==> config.mk <==
export PLATFORM = sky130hd
export DESIGN_NAME = benes_cfg_loader
export DESIGN_NICKNAME = d
export VERILOG_FILES = /design/src/rtl/benes_cfg_loader.sv
export SDC_FILE = /design/constraint.sdc
export NUM_CORES = 1
export LEC_CHECK = 0
export ABC_CLOCK_PERIOD_IN_PS = 11700
export CORE_ASPECT_RATIO = 1.4
export CORE_MARGIN = 2
export CORE_UTILIZATION = 56
export CTS_CLUSTER_DIAMETER = 200
export DETAILED_ROUTE_END_ITERATION = 8
export GPL_TIMING_DRIVEN = 0
export PLACE_DENSITY = 0.8
export SLEW_MARGIN = 10
export SYNTH_ARGS = -nofsm -noshare
export SYNTH_HDL_FRONTEND = slang
export SYNTH_SLANG_ARGS = --single-unit
==> constraint.sdc <==
create_clock -name clk -period 11.7 [get_ports clk]
set_input_delay 1.755 -clock clk [delete_from_list [all_inputs] [get_ports clk]]
set_output_delay 1.755 -clock clk [all_outputs]
set_load 0.05 [all_outputs]
==> src/rtl/benes_cfg_loader.sv <==
// -----------------------------------------------------------------------------
// benes_cfg_loader
//
// Configuration writer for the Benes permutation network. Per-stage switch
// words arrive over a valid/ready write port and land in the shadow half of a
// double-buffered register bank. A commit swaps the shadow and active halves.
// Each stage's bank select is delayed by its stage index, so a data vector
// walking the stage chain sees one consistent configuration even across a
// commit.
//
// Ports:
//   clk           clock, rising edge
//   rst           asynchronous, active-high reset
//   cfg_valid     write request
//   cfg_ready     shadow bank writable (low while the old bank drains)
//   cfg_stage     target stage index for the write
//   cfg_word      switch bits for that stage; bit i drives switch i
//   cfg_err       one-cycle pulse after an accepted write with a bad stage index
//   commit_valid  request to swap shadow and active banks
//   commit_ready  every shadow stage rewritten since the last commit, not draining
//   active_bank   current active bank pointer
//   switch_set    per-stage switch controls to the stage modules
// -----------------------------------------------------------------------------
module benes_cfg_loader #(
    parameter int SIZE       = 32,
    parameter int SWITCH_NUM = SIZE / 2,
    parameter int STAGE_NUM  = 2 * $clog2(SIZE) - 1,
    parameter int STAGE_W    = $clog2(STAGE_NUM)
) (
    input  logic                  clk,
    input  logic                  rst,
    input  logic                  cfg_valid,
    output logic                  cfg_ready,
    input  logic [STAGE_W-1:0]    cfg_stage,
    input  logic [SWITCH_NUM-1:0] cfg_word,
    output logic                  cfg_err,
    input  logic                  commit_valid,
    output logic                  commit_ready,
    output logic                  active_bank,
    output logic [SWITCH_NUM-1:0] switch_set [0:STAGE_NUM-1]
);

    logic [SWITCH_NUM-1:0] bank [0:1][0:STAGE_NUM-1];
    logic                  act;
    logic [STAGE_NUM-1:1]  sel_pipe;
    logic [STAGE_NUM-1:0]  wr_mask;
    logic [STAGE_NUM-1:0]  wr_hit;
    logic [STAGE_NUM-1:0]  stage_sel;
    logic [STAGE_W-1:0]    drain;
    logic                  wr_accept;
    logic                  wr_bad;
    logic                  commit_accept;

    // Ready flags depend only on registered state, never on the valid inputs.
    assign cfg_ready     = (drain == '0);
    assign commit_ready  = (&wr_mask) && cfg_ready;
    assign active_bank   = act;
    assign wr_accept     = cfg_valid && cfg_ready;
    assign commit_accept = commit_valid && commit_ready;

    // One-hot decode of the write target; an index past the last stage hits
    // nothing, which is exactly the error condition.
    always_comb begin
        wr_hit = '0;
        for (int s = 0; s < STAGE_NUM; s++) begin
            wr_hit[s] = wr_accept && (cfg_stage == STAGE_W'(s));
        end
    end

    assign wr_bad = wr_accept && (wr_hit == '0);

    // Stage 0 follows the pointer directly; stage k follows it k cycles late,
    // matching the time a vector needs to reach that stage.
    assign stage_sel = {sel_pipe, act};

    // NOTE: the bank is reset, not left uninitialised, because all-zero is the
    // pass-through configuration the network must come up in.
    always_ff @(posedge clk or posedge rst) begin
        if (rst) begin
            for (int b = 0; b < 2; b++) begin
                for (int s = 0; s < STAGE_NUM; s++) begin
                    bank[b][s] <= '0;
                end
            end
        end else begin
            // NOTE: act here is the pre-edge value, so a write in the commit
            // cycle lands in the bank that is about to become active.
            for (int s = 0; s < STAGE_NUM; s++) begin
                if (wr_hit[s]) begin
                    bank[~act][s] <= cfg_word;
                end
            end
        end
    end

    always_ff @(posedge clk or posedge rst) begin
        if (rst) begin
            act      <= 1'b0;
            sel_pipe <= '0;
            wr_mask  <= '0;
            drain    <= '0;
            cfg_err  <= 1'b0;
        end else begin
            cfg_err  <= wr_bad;
            sel_pipe <= {sel_pipe[STAGE_NUM-2:1], act};
            if (commit_accept) begin
                act     <= ~act;
                wr_mask <= '0;
                // The old bank stays frozen until the last stage stops reading it.
                drain   <= STAGE_W'(STAGE_NUM - 2);
            end else begin
                wr_mask <= wr_mask | wr_hit;
                if (drain != '0) begin
                    drain <= drain - STAGE_W'(1);
                end
            end
        end
    end

    always_comb begin
        for (int k = 0; k < STAGE_NUM; k++) begin
            switch_set[k] = bank[stage_sel[k]][k];
        end
    end

endmodule

### Word level (Yosys, flattened, before mapping)

Cells that the tools add are included.

| cells by class | value |
|---|---|
| add/sub/neg operators | 1 |
| $lt $le $gt $ge | 11 |
| eq/ne operators | 8 |
| multiplexer cells | 66 |
| bitwise gates (word level) | 12 |
| reduce and logical (&&, ||, !) cells | 20 |

Operators with widths:

| operator | count |
|---|---|
| bitwise mux 288 bit | 9 |
| two-way mux 288 bit | 9 |
| demux 144 bit (select 1 bit) | 9 |
| two-way mux 144 bit | 4 |
| two-way mux 128 bit | 4 |
| two-way mux 112 bit | 4 |
| two-way mux 96 bit | 4 |
| two-way mux 80 bit | 4 |
| two-way mux 64 bit | 4 |
| two-way mux 48 bit | 4 |
| two-way mux 32 bit | 4 |
| two-way mux 16 bit | 4 |
| >= comparator 2 bit, second input constant | 10 |
| NOT 1 -> 2 bit | 10 |
| equality test 4 x 3 -> 1 bit, second input constant | 4 |
| logical AND 1 bit | 14 |
| zero test 9 bit | 1 |
| two-way mux 9 bit | 1 |
| OR 9 bit | 1 |
| AND reduction 9 bit | 1 |
| equality test 4 x 2 -> 1 bit, second input constant | 2 |
| zero test 4 bit | 2 |
| two-way mux 4 bit | 2 |
| equality test 4 x 1 -> 1 bit, second input constant | 1 |
| other kinds (6) | 6 |

| word-level totals | value |
|---|---|
| register bits after elaboration | 311 |
| output and inout port bits | 148 |
| word-level logic and storage cells | 141 |

### Depth between registers and ports, before layout

| depth | value |
|---|---|
| depth after elaboration | 24 |
| gate-level depth with buffers | 9 |
| mapped depth without buffers | 6 |

### Worst setup path after synthesis

No wires, ideal clock.

| path | value |
|---|---|
| path type | reg2out |
| start | reg act, in the netlist active_bank |
| end | out switch_set[129] in the netlist's numbering |
| data arrival time | 1.963 ns |
| required time | 9.945 ns |
| setup slack | 7.982 ns |
| cell stages (with the launch flop) | 4 |
| cell sequence | dfrtp_1 > clkbuf_1 > buf_2 > mux2_2 |

RTL lines:

| what | RTL line | text |
|---|---|---|
| start, declared | 44 | `logic act;` |
| start signal, assigned | 107 | `act <= ~act;` |
| end, declared | 40 | `output logic [SWITCH_NUM-1:0] switch_set [0:STAGE_NUM-1]` |

==> qor.yml <==
yosys:
  synth_xor_area_share_pct: 0.126
  yosysUniqueCellTypes: 33
  synth-seq-cells: 311
  synthAdderAreaFrac_pct: 0.180
  muxShareOfSynthArea_pct: 37.0
  syn_area_per_cell_um2: 15.8
  netlist_area_um2: 13900
  netlist_instances: 878
  syn_nets: 904
  yosys.area_share.simple_pct: 3.30
  ys_async_sr_fraction_pct: 100
  synth-compound-area-share_pct: 0.630
  yosysSeqAreaShare_pct: 56.0
  yosysWarnings: 0
  synth_ff_type: "dfrtp_1"
  synth_edf_count: 0
  synth_top_family_by_area: "multiplexers"
timing:
  finalCritPeriodShare_pct: 42.5
  tightest_slew_ns: 0.949
  setup_viol: 0
  hold_violations: 0
  slew_viol_final: 0
  finalSetupTns_ns: 0
  max_freq_mhz: 201
  grt_setup_unrepaired: "no"
  skew_ns: 0.0107
  period_needed_ns: 4.97
  slew_headroom_pct: 36.7
hold_path:
  hold_path_class: "reg2reg"
  hold_start: "sel_pipe[1]"
  hold_end: "sel_pipe[2]"
  hold_depth: 0
critical_path:
  path_class: "reg2out"
  crit_required_ns: 9.95
  critPathLaunchType: "flip-flop"
  timing.rr.end: "bank[16]"
  cp.arrival_ns: 3.21
  reg2reg_depth: 9
  worst_r2r_startpoint: "drain[0]"
  rrSetupSlack_ns: 9.27
  cp_max_fo: 10
  end_kind: "output pin"
routing:
  ant_nets: 0
  via_per_inst: 5.69
  drt-initial-drc-count: 396
  wirelength_um: 34100
  drcViolationCount: 0
  drt-wirelength-per-cell_um: 24.0
  first_pass_iters: 4
  num_vias: 8089
die:
  core_area_um2: 24500
  ioPinCount: 172
  die_w_um: 137
  start_util_pct: 56.7
  die_y_um: 190
  die-area_um2: 26100
  rows: 68
clocking:
  post_cts_resize_count: 0
  root_buffer: "clkbuf_16"
  cts_buffer_depth: 3
  post_cts_buffers: 0
  cts_hold_buf: 0
  cts_inserted_buffers: 29
  path_clk_slew_ns: 0.06
  clock-sinks: 311
  tritoncts: "done"
  clk_latency_ns: 0.55
  htreeDepth: 1
power:
  leakage_nw: 8.36
  power_density_nw_per_um2: 157
  total_power_w: 0.00268
  internal_power_w: 0.00202
  p_switching_w: 0.000664
  sequentialPowerShare_pct: 50.3
  p_sw_share_pct: 24.7
  power_frac_comb_pct: 13.2
  clkPwrFrac_pct: 36.5
  ir_drop_mv: 0.131
global_routing:
  overflow: 0
  grt_pass1_vias: 8721
  grt_max_degree: 104
  antenna_found_initial: 1
  grt_pass1_wl_um: 52300
  grt_use_total_pct: 26.9
cells_and_area:
  final_common_cell: "mux2_2"
  final_area_um2: 17100
  layoutNonFillerInstCount: 1421
  fin_nets: 1109
  final_core_utilization_pct: 69.7
  layout.cells.most_common_list: "mux2_2 (360), dfrtp_1 (311), clkdlybuf4s50_1 (171)"
  drive_above_1_share_pct: 48.1
  areaGrowthSynthToFinish_pct: 22.9
placement:
  dpl_cell_area_um2: 16100
  gp_congestion: 0.848
  dp.cells: 1367
  hpwlAfterDp_um: 22800
  io_buffers: 171
run_status:
  outcome: "completed"
job:
  max_cap_viol_count: 0
[worst max-delay path, cell delays in order, from the launching register on]
cell	delay [ns]
dfrtp_1	0.56
clkbuf_1	0.61
buf_2	0.40
mux2_2	0.39
clkdlybuf4s50_1	0.71
[worst max path at each step]
stage                start              end  slack, ns  cells after the start
6_report       active_bank  switch_set[129]       6.73                      4
4_1_cts        active_bank  switch_set[129]       6.69                      4
3_3_place_gp           rst        bank[167]      -2.29                      2
5_1_grt        active_bank  switch_set[130]       6.56                      4
2_1_floorplan          rst      active_bank       1.34                      1
3_5_place_dp   active_bank  switch_set[129]       7.30                      4
[per-stage QoR]
| step | hold WS [ns] | setup WS (ns) |
|---|---|---|
| after floorplan | 0.352 | 1.34 |
| after global placement | 0.361 | -2.29 |
| after detailed placement | 0.363 | 7.30 |
| after CTS | 0.377 | 6.69 |
| after global routing | 0.389 | 6.56 |
| final | 0.380 | 6.73 |
[state kept, by name, indices dropped and copies added, names as in the netlist]
register / cells
wr_mask: 9
cfg_err: 1
active_bank: 1
bank: 288
drain: 4
sel_pipe: 8
[layout make-up]
class / count / area [um2]
fill: 1723 / 7420
buffer: 64 / 370
tap: 315 / 394
clock inverter: 15 / 158
timing repair buffer: 174 / 1790
clock buffer: 38 / 830
multi-input combinational: 498 / 5730
antenna: 1 / 2.50
inverter: 5 / 27.5
sequential: 311 / 7780
[synth_stat cells (all sizes together), types with 4 or more instances]
| master | number | area, um2 |
|---|---|---|
| mux2 | 432 | 5130 |
| dfrtp | 311 | 7780 |
| buf | 33 | 254 |
| clkbuf | 31 | 116 |
| nand3 | 11 | 163 |
| nor2 | 10 | 37.5 |
| a31oi | 9 | 56.3 |
| and4 | 5 | 43.8 |
| inv | 4 | 15.0 |
[metal layers]
layer | vias up | wire length, um | GRT usage (%) | part of all wire [%]
met5 | - | 0 | 0 | 0
met4 | 0 | 1340 | 9.99 | 3.9
met3 | 64 | 1830 | 4.94 | 5.4
met2 | 212 | 16800 | 43.9 | 49
met1 | 4252 | 14100 | 36.0 | 41
li1 | 3561 | - | - | -
[power by group through the flow]
stage / Clock (W) / Sequential [W] / Combinational [W]
after floorplan: 0 / 0.00134 / 0.000275
after global placement: 0 / 0.00136 / 0.000335
after detailed placement: 0 / 0.00136 / 0.000356
after CTS: 0.000989 / 0.00135 / 0.000358
after global routing: 0.00104 / 0.00137 / 0.000384
final: 0.000979 / 0.00135 / 0.000355
[cells by family (layout without fill, tap and decap cells)]
kind of cell             Yosys count  in the layout
XOR/XNOR                           2              2
multiplexers                     433            433
adder cells (fa/ha/maj)            2              2
AO/OA/AOI/OAI                     13             13
other                              0              1
flip-flops                       311            311
buffers and inverters             69            296
AND/OR/NAND/NOR                   48             48
Power figures use the tool's default switching activity.
